File: config.mk
export PLATFORM = sky130hd
export DESIGN_NAME = host_wg_rx
export DESIGN_NICKNAME = d
export VERILOG_FILES = /design/src/rtl/host_wg_rx.sv
export SDC_FILE = /design/constraint.sdc
export NUM_CORES = 1
export LEC_CHECK = 0
export CORE_ASPECT_RATIO = 0.75
export CORE_UTILIZATION = 55
export CTS_CLUSTER_DIAMETER = 200
export DETAILED_ROUTE_END_ITERATION = 10
export PLACE_DENSITY = 0.9
export SLEW_MARGIN = 20
export SYNTH_ARGS = -nofsm -noshare
export SYNTH_HDL_FRONTEND = slang
export SYNTH_SLANG_ARGS = --single-unit
export TNS_END_PERCENT = 30
File: constraint.sdc
create_clock -name clk -period 11.6 [get_ports clk]
set_input_delay 2.9 -clock clk [delete_from_list [all_inputs] [get_ports clk]]
set_output_delay 2.9 -clock clk [all_outputs]
set_load 0.05 [all_outputs]
File: src/rtl/host_wg_rx.sv
// host_wg_rx: accepts workgroup descriptors from the host over a level
// valid / one-cycle ack handshake and queues them in a small FIFO for the
// downstream dispatcher.
//
// Host side: host_wg_valid is a level held until inflight_wg_buffer_host_rcvd_ack
// pulses. A descriptor is accepted on the edge where the FSM is in RX_IDLE,
// valid is high and the FIFO is not full. The ack follows one cycle later.
// Valid must then be seen low once before the next descriptor is taken.
// Downstream side: a descriptor moves on every edge where rx_wg_valid and
// rx_wg_ready are both high.
//
// Optional feature: define HOST_WG_RX_CHECK_EN to build the descriptor
// consistency checker that drives the sticky rx_desc_err flag.
module host_wg_rx #(
  parameter int WG_ID_WIDTH     = 6,
  parameter int WF_COUNT_WIDTH  = 4,
  parameter int WAVE_ITEM_WIDTH = 6,
  parameter int VGPR_ID_WIDTH   = 8,
  parameter int SGPR_ID_WIDTH   = 4,
  parameter int LDS_ID_WIDTH    = 8,
  parameter int GDS_ID_WIDTH    = 14,
  parameter int MEM_ADDR_WIDTH  = 32,
  parameter int RX_FIFO_DEPTH   = 4
) (
  input  logic                               clk,
  input  logic                               rst,
  input  logic                               host_wg_valid,
  input  logic [WG_ID_WIDTH-1:0]             host_wg_id,
  input  logic [WF_COUNT_WIDTH-1:0]          host_num_wf,
  input  logic [WAVE_ITEM_WIDTH-1:0]         host_wf_size,
  input  logic [VGPR_ID_WIDTH:0]             host_vgpr_size_per_wf,
  input  logic [VGPR_ID_WIDTH:0]             host_vgpr_size_total,
  input  logic [SGPR_ID_WIDTH:0]             host_sgpr_size_per_wf,
  input  logic [SGPR_ID_WIDTH:0]             host_sgpr_size_total,
  input  logic [LDS_ID_WIDTH:0]              host_lds_size_total,
  input  logic [GDS_ID_WIDTH:0]              host_gds_size_total,
  input  logic [MEM_ADDR_WIDTH-1:0]          host_start_pc,
  output logic                               inflight_wg_buffer_host_rcvd_ack,
  output logic                               rx_wg_valid,
  input  logic                               rx_wg_ready,
  output logic [WG_ID_WIDTH-1:0]             rx_wg_id,
  output logic [WF_COUNT_WIDTH-1:0]          rx_wg_num_wf,
  output logic [WAVE_ITEM_WIDTH-1:0]         rx_wg_wf_size,
  output logic [VGPR_ID_WIDTH:0]             rx_wg_vgpr_size_per_wf,
  output logic [VGPR_ID_WIDTH:0]             rx_wg_vgpr_size_total,
  output logic [SGPR_ID_WIDTH:0]             rx_wg_sgpr_size_per_wf,
  output logic [SGPR_ID_WIDTH:0]             rx_wg_sgpr_size_total,
  output logic [LDS_ID_WIDTH:0]              rx_wg_lds_size_total,
  output logic [GDS_ID_WIDTH:0]              rx_wg_gds_size_total,
  output logic [MEM_ADDR_WIDTH-1:0]          rx_wg_start_pc,
  output logic [$clog2(RX_FIFO_DEPTH):0]     rx_fifo_count,
  output logic                               rx_fifo_full,
  output logic                               rx_desc_err,
  output logic [1:0]                         rx_state
);

  localparam int PTR_W  = $clog2(RX_FIFO_DEPTH);
  localparam int CNT_W  = PTR_W + 1;
  localparam int DESC_W = WG_ID_WIDTH + WF_COUNT_WIDTH + WAVE_ITEM_WIDTH
                        + 2 * (VGPR_ID_WIDTH + 1) + 2 * (SGPR_ID_WIDTH + 1)
                        + (LDS_ID_WIDTH + 1) + (GDS_ID_WIDTH + 1) + MEM_ADDR_WIDTH;
  localparam logic [CNT_W-1:0] DEPTH_C = CNT_W'(RX_FIFO_DEPTH);

  localparam logic [1:0] RX_IDLE  = 2'd0;
  localparam logic [1:0] RX_ACK   = 2'd1;
  localparam logic [1:0] RX_REARM = 2'd2;

  logic [1:0]        state;
  logic [PTR_W-1:0]  wr_ptr;
  logic [PTR_W-1:0]  rd_ptr;
  logic [DESC_W-1:0] mem [RX_FIFO_DEPTH];
  logic [DESC_W-1:0] wr_desc;
  logic              push;
  logic              pop;

  // Full uses the registered count, so a pop this cycle never frees room
  // for a push in the same cycle.
  assign rx_fifo_full = (rx_fifo_count == DEPTH_C);
  assign rx_wg_valid  = (rx_fifo_count != '0);
  assign push         = (state == RX_IDLE) && host_wg_valid && !rx_fifo_full;
  assign pop          = rx_wg_valid && rx_wg_ready;
  assign rx_state     = state;

  assign wr_desc = {host_wg_id, host_num_wf, host_wf_size,
                    host_vgpr_size_per_wf, host_vgpr_size_total,
                    host_sgpr_size_per_wf, host_sgpr_size_total,
                    host_lds_size_total, host_gds_size_total, host_start_pc};

  assign {rx_wg_id, rx_wg_num_wf, rx_wg_wf_size,
          rx_wg_vgpr_size_per_wf, rx_wg_vgpr_size_total,
          rx_wg_sgpr_size_per_wf, rx_wg_sgpr_size_total,
          rx_wg_lds_size_total, rx_wg_gds_size_total, rx_wg_start_pc} = mem[rd_ptr];

  // Handshake FSM; reset lands in RX_REARM so a valid held through reset
  // must drop once before anything is accepted.
  always_ff @(posedge clk) begin
    if (!rst) begin
      state                            <= RX_REARM;
      inflight_wg_buffer_host_rcvd_ack <= 1'b0;
    end else begin
      inflight_wg_buffer_host_rcvd_ack <= 1'b0;
      case (state)
        RX_IDLE: begin
          if (push) begin
            state                            <= RX_ACK;
            inflight_wg_buffer_host_rcvd_ack <= 1'b1;
          end
        end
        RX_ACK:   state <= RX_REARM;
        RX_REARM: if (!host_wg_valid) state <= RX_IDLE;
        default:  state <= RX_REARM;
      endcase
    end
  end

  // FIFO pointers and occupancy; push+pop together leaves the count alone.
  always_ff @(posedge clk) begin
    if (!rst) begin
      wr_ptr        <= '0;
      rd_ptr        <= '0;
      rx_fifo_count <= '0;
    end else begin
      if (push) wr_ptr <= wr_ptr + 1'b1;
      if (pop)  rd_ptr <= rd_ptr + 1'b1;
      if (push && !pop)      rx_fifo_count <= rx_fifo_count + 1'b1;
      else if (pop && !push) rx_fifo_count <= rx_fifo_count - 1'b1;
    end
  end

  // Descriptor storage; contents are don't-care until written.
  always_ff @(posedge clk) begin
    if (push) mem[wr_ptr] <= wr_desc;
  end

`ifdef HOST_WG_RX_CHECK_EN
  localparam int VP_W = VGPR_ID_WIDTH + 1 + WF_COUNT_WIDTH;
  localparam int SP_W = SGPR_ID_WIDTH + 1 + WF_COUNT_WIDTH;

  logic [VP_W-1:0] vgpr_prod;
  logic [SP_W-1:0] sgpr_prod;
  logic            desc_bad;

  assign vgpr_prod = VP_W'(host_vgpr_size_per_wf) * VP_W'(host_num_wf);
  assign sgpr_prod = SP_W'(host_sgpr_size_per_wf) * SP_W'(host_num_wf);
  assign desc_bad  = (host_num_wf == '0)
                   || (VP_W'(host_vgpr_size_total) != vgpr_prod)
                   || (SP_W'(host_sgpr_size_total) != sgpr_prod);

  // Sticky error: set on the accept edge of an inconsistent descriptor.
  always_ff @(posedge clk) begin
    if (!rst)                 rx_desc_err <= 1'b0;
    else if (push && desc_bad) rx_desc_err <= 1'b1;
  end
`else
  assign rx_desc_err = 1'b0;
`endif

endmodule

==> metrics.yaml, run 1 <==
outcome: "finished, violations left"
failed_checks: "design-rule violations"
cpPeakStageDelay_ns: 0.77
place.gp.congestion: 0.717
holdBufCountCts: 0
grt_setup_unrepaired: "no"
crit_end: "rx_wg_num_wf[1]"
final_area_um2: 18600
setup_viol: 0
cp_num_buf_inv: 2
crit_required_ns: 8.70
relSlewSlack_pct: 34.1
vias: 6760
ys_seq_elements: 412
post_cts_resized: 0
multi_input_area_um2: 2590
regArea_um2: 12300
critPathLaunchType: "flip-flop"
ioPinCount: 213
cts_buffers: 38
insertion_delay_ns: 0.51
finalClockSkew_ns: 0.0143
nNetsFinal: 922
arrival_ns: 3.42
fillers: 1504
grt_pass1_vias: 7275
worst_ir_drop_vdd_v: 0.000173
die_w_um: 193
vias_per_cell: 5.71
grt_pass1_wl_mm: 42.3
place_hpwl_mm: 16.3
antenna_found_initial: 1
path_depth: 3
yosys.area.top_type: "edfxtp_1"
drt.antenna.violating_nets: 0
grt_start_max_net_pins: 66
fmax_mhz: 158
tightest_slew_ns: 0.988
leakage_nw: 5.84
core_um2: 26400
dr.pass1.iters: 7
clockRootBuffer: "clkbuf_16"
timing.final.crit_share_pct: 54.5
syn_inst: 578
slowest_stage: "buf_4"
cts_tree: "done"
worst-path-max-fanout: 45
hold_viol_final: 0
io_buffers: 211
crit_chain: "buf_4 -> mux4_2 -> clkdlybuf4s50_1"
post_dp_cell_area_um2: 17500
setup_tns_ns: 0
yosysWarnings: 0
drive_gt1_share_pct: 20.6
hold_path_class: "flip-flop to flip-flop"
clock_sinks: 412
cp-end-kind: "output pin"
synth.area.top_cells: "edfxtp_1 (80%), mux4_2 (15%), dfxtp_1 (1.6%)"
cap_violations: 0
crit_type: "flip-flop to output pin"
clk_pin_slew_worst_paths_ns: 0.06
track_usage_pct: 20.4
syn_area_um2: 15000
wl_per_cell_um: 23.7
layout_min_cycle_time_ns: 6.32
rows: 51
drc: 52
wl_mm: 28.0
cts_buffer_depth: 3
path_delay_family: "buffers and inverters"
area_delta_synth_final_pct: 24.4
synth.distinct_cells: 27
r2r_start: "rx_fifo_count[0]"
synth_top_area_share_pct: 80.1
power.density_nw_per_um2: 218
r2r_setup_slack_ns: 8.43
start_util_pct: 56.9
slew_viol_final: 0
r2r-end: "mem[2][53]"
syn_avg_cell_area_um2: 25.9
rr_worst_depth: 4
die_h_um: 145
die_area_um2: 27900
drt-initial-drc-count: 445
syn_nets: 688
grt-ovfl-total: 0
yosysSeqAreaShare_pct: 81.7
h-tree-depth: 2
post-cts-setup-buffers: 0
area by class of cell:
cell class                      count  area share (%)
Sequential cell                   412            65.7
Multi-Input combinational cell    139            13.9
Timing Repair Buffer              218            11.6
Clock buffer                       44            5.56
Tap cell                          344            2.31
Clock inverter                     22           0.825
Inverter                            3          0.0604
Antenna cell                        1          0.0134
registers in the layout, indices dropped and copies added (netlist names), named ones only:
name	flops
mem	400
rx_fifo_count	3
wr_ptr	2
rd_ptr	2
rx_state	2
inflight_wg_buffer_host_rcvd_ack	1
per-stage QoR:
stage	hold slack (ns)	power, W	cells	setup slack (ns)	util (%)
finish	0.548	0.00407	1183	5.28	70.8
global route	0.550	0.00420	1182	5.05	70.8
CTS	0.539	0.00410	1182	5.18	70.8
detailed placement	0.502	0.00292	1116	5.71	66.2
global placement	0.487	0.00291	1116	5.78	66.2
floorplan	0.468	0.00257	578	5.50	-
cell usage after synthesis:
cell type / count
nand3b_1: 1
inv_1: 3
and2_1: 8
nor2b_1: 1
nor4b_4: 1
dfxtp_1: 12
or3_2: 1
mux4_2: 100
xnor2_1: 3
xor2_1: 1
conb_1: 1
nand2_1: 5
ha_1: 5
o21ai_0: 1
fa_1: 1
or3_1: 1
mux2i_1: 3
o311ai_0: 1
buf_2: 11
and2_2: 2
clkbuf_1: 1
edfxtp_1: 400
o31ai_1: 1
nor3b_2: 1
buf_4: 11
buf_1: 1
a21boi_0: 1
cells by family after synthesis:
family,after synthesis,share of synthesized area [%]
AND/OR/NAND/NOR,21,0.985
buffers and inverters,27,1.04
AO/OA/AOI/OAI,4,0.192
other,1,0.0250
multiplexers,103,15.2
flip-flops,412,81.7
adder cells (fa/ha/maj),6,0.551
XOR/XNOR,4,0.234
worst min path at each step:
stage,start,endpoint,slack [ns],depth (start not counted)
3_3_place_gp,wr_ptr[1],wr_ptr[1],0.49,2
5_1_grt,wr_ptr[1],wr_ptr[1],0.55,2
4_1_cts,rx_state[1],rx_state[1],0.54,2
6_report,rx_state[1],rx_state[1],0.55,2
2_1_floorplan,wr_ptr[1],wr_ptr[1],0.47,2
3_5_place_dp,wr_ptr[1],wr_ptr[1],0.50,2
layout by cell type (no fill, tap or decap):
master / instances
nand3b_1: 1
xnor2_1: 3
diode_2: 1
clkbuf_1: 3
nor3b_2: 1
and2_1: 4
nor4b_4: 1
dfxtp_1: 10
edfxtp_1: 400
clkinv_1: 8
clkbuf_16: 41
mux2i_1: 3
buf_4: 7
dfxtp_4: 2
fa_1: 1
and2_4: 4
or3_1: 1
clkdlybuf4s50_1: 211
ha_1: 5
and2_2: 2
o311ai_0: 1
o21ai_0: 1
o31ai_1: 1
inv_1: 3
nor2b_1: 1
clkinv_2: 11
or3_2: 1
mux4_2: 100
a21boi_0: 1
nand2_1: 5
clkinv_4: 1
xor2_1: 1
bufinv_16: 2
conb_1: 1
metal layers:
metal	share of wire, %	wire [um]	GRT usage [%]	vias up
li1	-	-	-	2946
met1	42	11800	28.4	3530
met2	49	13700	32.8	244
met3	7.5	2090	5.18	38
met5	0.046	13	0	-
met4	1.4	380	4.49	2
worst reg2reg max path, cell delays in order (launching register included):
cell,delay [ns]
dfxtp_1,0.53
nor3b_2,0.13
nor4b_4,0.58
and2_4,0.65
buf_4,0.78
where the power goes:
part / total [W] / switching [W] / internal (W)
clock network: 0.00119 / 0.000505 / 0.000683
logic: 0.00115 / 0.000695 / 0.000457
registers: 0.00173 / 0.0000513 / 0.00168
total: 0.00407 / 0.00125 / 0.00282
(Power assumes the default switching activity.)
==> inputs of run 2 (changes only) <==
--- a/config.mk
+++ b/config.mk
@@ -6,10 +6,10 @@
 export NUM_CORES = 1
 export LEC_CHECK = 0
 export CORE_ASPECT_RATIO = 0.75
-export CORE_UTILIZATION = 55
+export CORE_UTILIZATION = 54
 export CTS_CLUSTER_DIAMETER = 200
 export DETAILED_ROUTE_END_ITERATION = 10
-export PLACE_DENSITY = 0.9
+export PLACE_DENSITY = 0.89
 export SLEW_MARGIN = 20
 export SYNTH_ARGS = -nofsm -noshare
 export SYNTH_HDL_FRONTEND = slang
==> constraint.sdc (replaced) <==
create_clock -name clk -period 6.2 [get_ports clk]
set_input_delay 1.55 -clock clk [delete_from_list [all_inputs] [get_ports clk]]
set_output_delay 1.55 -clock clk [all_outputs]
set_load 0.05 [all_outputs]
==> run 2 against run 1 <==
Against the previous run: the flow now finishes without violations; utilization shrank 1.5 points; global-route usage grew 0.60 points; clock-buffer cell count grew 5; combinational power grew 89%; register-to-register slack lost 5.1 ns; clock skew grew 0.0087 ns; final area grew 0.72%; clock power grew 93%; routed wire length grew 4.1%; highest routed layer unchanged.
==> metrics.yaml, run 2 (synthesized netlist as in run 1, its figures left out) <==
outcome: "completed"
track_usage_pct: 21.0  # +0.60 points
wl_mm: 29.2  # +4.1%
p_seq_share_pct: 42.1  # -0.5 points
regArea_um2: 12300  # unchanged
hold_viol_final: 0  # unchanged
start_util_pct: 55.2  # -1.6 points
vias_per_cell: 5.70  # -0.20%
slew_viol_final: 0  # unchanged
met2_usage_pct: 33.4  # +0.57 points
p_int_w: 0.00535  # +90%
arrival_ns: 3.17  # -0.25 ns
core_um2: 27100  # +2.9%
top_regs: "mem (400), rx_fifo_count (3)"
dr.pass1.iters: 5  # -2
h-tree-depth: 2  # unchanged
antenna_found_initial: 4  # +3
multi_input_area_um2: 2590  # unchanged
grt_setup_unrepaired: "no"
fmax_mhz: 212
setup_viol: 0  # unchanged
clkPwrFrac_pct: 29.7  # +0.5 points
place_hpwl_mm: 17.3  # +6.0%
met1_usage_pct: 29.9  # +1.5 points
final_cell_mix: "edfxtp_1 (400), clkdlybuf4s50_1 (211), mux4_2 (100), clkbuf_16 (38), dfxtp_1 (10)"
setup_tns_ns: 0  # unchanged
grt-ovfl-total: 0  # unchanged
cts_tree: "done"
drt.antenna.violating_nets: 0  # unchanged
die_area_um2: 28400  # +1.8%
vias: 6826  # +0.98%
worst-path-max-fanout: 36  # -20%
hold_path_class: "flip-flop to flip-flop"
nNetsFinal: 924  # +0.22%
fillers: 1576  # +4.8%
rows: 52  # +2.0%
drive_gt1_share_pct: 20.8  # +0.11 points
power.total_w: 0.00772  # +90%
clock_sinks: 412  # unchanged
holdBufCountCts: 0  # unchanged
place.gp.congestion: 0.741  # +3.4%
top_register: "mem"
wl_per_cell_um: 24.4  # +2.9%
cap_violations: 0  # unchanged
area_delta_synth_final_pct: 25.3
layout.cells.most_common: "edfxtp_1"
gr-max-usage-layer: "met2"
hold_depth: 2  # unchanged
timing.final.crit_share_pct: 76.1
post_cts_resized: 0  # unchanged
post-cts-setup-buffers: 0  # unchanged
clockRootBuffer: "clkbuf_16"
relSlewSlack_pct: 40.0  # +5.8 points
largest_reg_flops: 400  # unchanged
use_met3_pct: 5.41  # +0.23 points
drc: 0  # -100%
critPathLaunchType: "flip-flop"
worst_ir_drop_vdd_v: 0.000305  # +76%
grt_start_max_net_pins: 58  # -12%
die_h_um: 146  # +0.91%
insertion_delay_ns: 0.53  # +0.02 ns
cp-end-kind: "output pin"
cts_buffer_depth: 3  # unchanged
combPwrFrac_pct: 28.1  # -0.2 points
tightest_slew_ns: 0.901  # -0.0871 ns
power.density_nw_per_um2: 411  # +88%
layout_min_cycle_time_ns: 4.72
leakage_nw: 5.87  # +0.51%
rr_worst_depth: 4  # unchanged
die_w_um: 194  # +0.91%
drt-initial-drc-count: 576  # +29%
grt_pass1_vias: 7281  # +0.082%
crit_type: "flip-flop to output pin"
grt_pass1_wl_mm: 44.2  # +4.5%
io_buffers: 211  # unchanged
clk_pin_slew_worst_paths_ns: 0.06  # about the same
ioPinCount: 213  # unchanged
cts_buffers: 38  # unchanged
crit_required_ns: 4.65  # -4.05 ns
p_switching_w: 0.00237  # +90%
switching_share_pct: 30.8  # +0.033 points
finalClockSkew_ns: 0.0230  # +0.00874 ns
-- run 2: changes by cell type in the layout (fill, tap and decap cells not counted), moves of 2 or more --
cell	previous run	this run
bufinv_16	2	4
inv_6	0	2
clkinv_1	8	5
clkbuf_8	0	2
clkbuf_1	3	9
buf_12	0	5
buf_4	7	4
clkbuf_16	41	38
clkinv_2	11	5
diode_2	1	3
-- run 2: critical path: stages (launching register included) --
cell and delay (ns):
dfxtp_4 0.80, buf_4 0.46, mux4_2 0.60, clkdlybuf4s50_1 0.74
-- run 2: final cells by class --
type | instances | area share [%]
tap | 351 | 2.34
clock buffer | 49 | 5.39
clock inverter | 20 | 1.19
sequential | 412 | 65.3
antenna | 3 | 0.0400
timing repair buffer | 220 | 11.9
multi-input combinational | 139 | 13.8
inverter | 3 | 0.0599
-- run 2: stage by stage --
step	setup slack [ns]	util, %	cells	area (um2)	hold slack, ns
global route	1.27	69.2	1194	18800	0.575
floorplan	1.45	-	578	15000	0.468
finish	1.48	69.2	1197	18800	0.549
global placement	1.98	64.7	1125	17500	0.483
CTS	1.39	69.2	1194	18800	0.550
detailed placement	1.96	64.7	1125	17500	0.510
-- run 2: power by group through the flow --
stage | Clock [W] | Sequential [W] | Combinational [W]
6_report | 0.00230 | 0.00325 | 0.00217
5_1_grt | 0.00243 | 0.00327 | 0.00226
4_1_cts | 0.00233 | 0.00326 | 0.00220
3_5_place_dp | 0 | 0.00332 | 0.00218
3_3_place_gp | 0 | 0.00331 | 0.00216
2_1_floorplan | 0 | 0.00327 | 0.00155
-- run 2: path summary, 6_finish.rpt --
check,start,end,slack [ns]
worst max-delay path,flip-flop,rx_wg_start_pc[20],1.48
worst min-delay path,wr_ptr[0],wr_ptr[0],0.55
worst max register to register,rx_fifo_count[0],mem[2][11],3.37
worst min register to register,wr_ptr[0],wr_ptr[0],0.55
-- run 2: layer usage --
layer | vias up | part of all wire (%)
met1 | 3550 | 43
met4 | 2 | 1.3
li1 | 2965 | -
met2 | 268 | 48
met5 | - | 0.045
met3 | 41 | 7.4
==> inputs of run 3 (changes only) <==
--- a/config.mk
+++ b/config.mk
@@ -6,10 +6,10 @@
 export NUM_CORES = 1
 export LEC_CHECK = 0
 export CORE_ASPECT_RATIO = 0.75
-export CORE_UTILIZATION = 54
+export CORE_UTILIZATION = 49
 export CTS_CLUSTER_DIAMETER = 200
 export DETAILED_ROUTE_END_ITERATION = 10
-export PLACE_DENSITY = 0.89
+export PLACE_DENSITY = 0.86
 export SLEW_MARGIN = 20
 export SYNTH_ARGS = -nofsm -noshare
 export SYNTH_HDL_FRONTEND = slang
==> constraint.sdc (replaced) <==
create_clock -name clk -period 3.8 [get_ports clk]
set_input_delay 0.95 -clock clk [delete_from_list [all_inputs] [get_ports clk]]
set_output_delay 0.95 -clock clk [all_outputs]
set_load 0.05 [all_outputs]
==> run 3 against run 2 <==
Against the previous run: combinational power rose by 65%; non-clock buffer count grew 7; routed wire length shrank 2.7%; largest power group unchanged; critical endpoint is now rx_wg_num_wf[0]; via count down 1.1%.
==> metrics.yaml, run 3 (synthesized netlist as in run 1, its figures left out) <==
outcome: "completed"
largest_reg_flops: 400  # unchanged
hold_path_class: "flip-flop to flip-flop"
final_area_um2: 18900  # +0.53%
cts_buffer_depth: 3  # unchanged
io_buffers: 211  # unchanged
hold_viol_final: 0  # unchanged
slowest_stage: "clkdlybuf4s50_1"
cts_buffers: 39  # +2.6%
crit_required_ns: 2.85  # -1.80 ns
relSlewSlack_pct: 60.5  # +21 points
setup_viol: 0  # unchanged
r2r_start: "rx_fifo_count[0]"
cp-end-kind: "output pin"
grt-ovfl-total: 0  # unchanged
layout.cells.most_common: "edfxtp_1"
r2r_setup_slack_ns: 1.50  # -1.87 ns
antenna_found_initial: 1  # -3
cts_tree: "done"
clockRootBuffer: "clkbuf_16"
drive_gt1_share_pct: 26.0  # +5.2 points
critPathLaunchType: "flip-flop"
place_hpwl_mm: 17.4  # +0.65%
track_usage_pct: 18.7  # -2.3 points
cap_violations: 0  # unchanged
tightest_slew_ns: 0.590  # -0.310 ns
slew_viol_final: 0  # unchanged
vias_per_cell: 5.40  # -5.3%
holdBufCountCts: 0  # unchanged
grt_start_max_net_pins: 56  # -3.4%
power.density_nw_per_um2: 665  # +62%
top_regs: "mem (400), rx_fifo_count (3)"
insertion_delay_ns: 0.53  # about the same
leakage_nw: 5.98  # +1.7%
path_delay_family: "buffers and inverters"
worst-path-max-fanout: 25  # -31%
post_dp_cell_area_um2: 17700  # +0.63%
post_cts_resized: 0  # unchanged
grt_pass1_vias: 7461  # +2.5%
min_from: "wr_ptr[1]"
core_um2: 30100  # +11%
final-instance-count-excl-fill: 1250  # +4.4%
h-tree-depth: 2  # unchanged
dp.cells: 1180  # +4.9%
timing.final.crit_share_pct: 94.2
worst_ir_drop_vdd_v: 0.000598  # +96%
cpPeakStageDelay_ns: 0.75  # -0.05 ns
place.gp.congestion: 0.702  # -5.3%
die_w_um: 204  # +4.9%
wl_per_cell_um: 22.7  # -6.9%
final_cell_mix: "edfxtp_1 (400), clkdlybuf4s50_1 (170), mux4_2 (100), buf_4 (44), clkbuf_16 (41)"
rr_worst_depth: 7  # +3
rows: 55  # +5.8%
cp_num_buf_inv: 2  # unchanged
dr.pass1.iters: 4  # -1
fillers: 2024  # +28%
crit_chain: "buf_12 -> mux4_2 -> clkdlybuf4s50_1"
post-cts-setup-buffers: 0  # unchanged
die_h_um: 153  # +4.9%
fmax_mhz: 279
grt_setup_unrepaired: "no"
power.total_w: 0.0126  # +63%
finalClockSkew_ns: 0.0228  # -0.000257 ns
path_depth: 3  # unchanged
clk_pin_slew_worst_paths_ns: 0.06  # about the same
wl_mm: 28.4  # -2.7%
top_register: "mem"
crit_end: "rx_wg_num_wf[0]"
ioPinCount: 213  # unchanged
area_delta_synth_final_pct: 26.0
grt_pass1_wl_mm: 43.5  # -1.5%
clock_sinks: 412  # unchanged
nNetsFinal: 932  # +0.87%
drc: 0  # unchanged
arrival_ns: 2.63  # -0.54 ns
r2r-end: "rx_fifo_count[2]"
start_util_pct: 49.7  # -5.5 points
die_area_um2: 31300  # +10%
layout_min_cycle_time_ns: 3.58
crit_type: "flip-flop to output pin"
vias: 6748  # -1.1%
drt.antenna.violating_nets: 0  # unchanged
drt-initial-drc-count: 397  # -31%
==> run 3: worst min path at each step <==
stage	to	slack (ns)	depth (start not counted)
after floorplan	wr_ptr[1]	0.47	2
after global placement	wr_ptr[1]	0.48	2
after global routing	wr_ptr[0]	0.53	2
final	wr_ptr[1]	0.52	2
after CTS	wr_ptr[0]	0.52	2
after detailed placement	wr_ptr[0]	0.50	2
==> run 3: final cells by class <==
| type | count | area [um2] | area share, % |
|---|---|---|---|
| antenna | 1 | 2.50 | 0.0133 |
| clock buffer | 46 | 1040 | 5.53 |
| multi-input combinational | 139 | 2590 | 13.7 |
| sequential | 412 | 12300 | 64.9 |
| timing repair buffer | 227 | 2290 | 12.1 |
| tap | 399 | 499 | 2.64 |
| inverter | 3 | 11.3 | 0.0596 |
| clock inverter | 23 | 184 | 0.974 |
==> run 3: worst reg2reg max path: cells and delay by family (launching register included) <==
| family | cells | cell delay (ns) |
|---|---|---|
| flip-flops | 1 | 0.42 |
| AO/OA/AOI/OAI | 2 | 0.64 |
| adder cells (fa/ha/maj) | 2 | 0.65 |
| buffers and inverters | 1 | 0.07 |
| XOR/XNOR | 1 | 0.16 |
| AND/OR/NAND/NOR | 1 | 0.30 |
==> run 3: metal layers <==
layer | up-vias | part of all wire, % | global-route usage (%)
met1 | 3513 | 42 | 25.8
met2 | 213 | 50 | 30.5
met5 | - | 0 | 0
met3 | 47 | 6.1 | 4.22
met4 | 0 | 1.8 | 4.73
li1 | 2975 | - | -
==> run 3: report_power, final <==
part / switching (W) / internal (W) / total, W / leakage [nW]
Combinational: 0.00218 / 0.00141 / 0.00359 / 1.66
Sequential: 0.000117 / 0.00513 / 0.00525 / 3.71
Clock: 0.00155 / 0.00216 / 0.00372 / 0.606
Total: 0.00385 / 0.00871 / 0.0126 / 5.98
==> run 3: through the flow <==
| step | setup WS (ns) | hold WS, ns | util, % | TNS, ns |
|---|---|---|---|---|
| global placement | 0.761 | 0.483 | 58.6 | 0 |
| detailed placement | 0.708 | 0.503 | 58.6 | 0 |
| CTS | 0.128 | 0.522 | 62.6 | 0 |
| global route | 0.0836 | 0.533 | 62.6 | 0 |
| finish | 0.219 | 0.519 | 62.6 | 0 |
| floorplan | -0.556 | 0.468 | - | -111.15 |
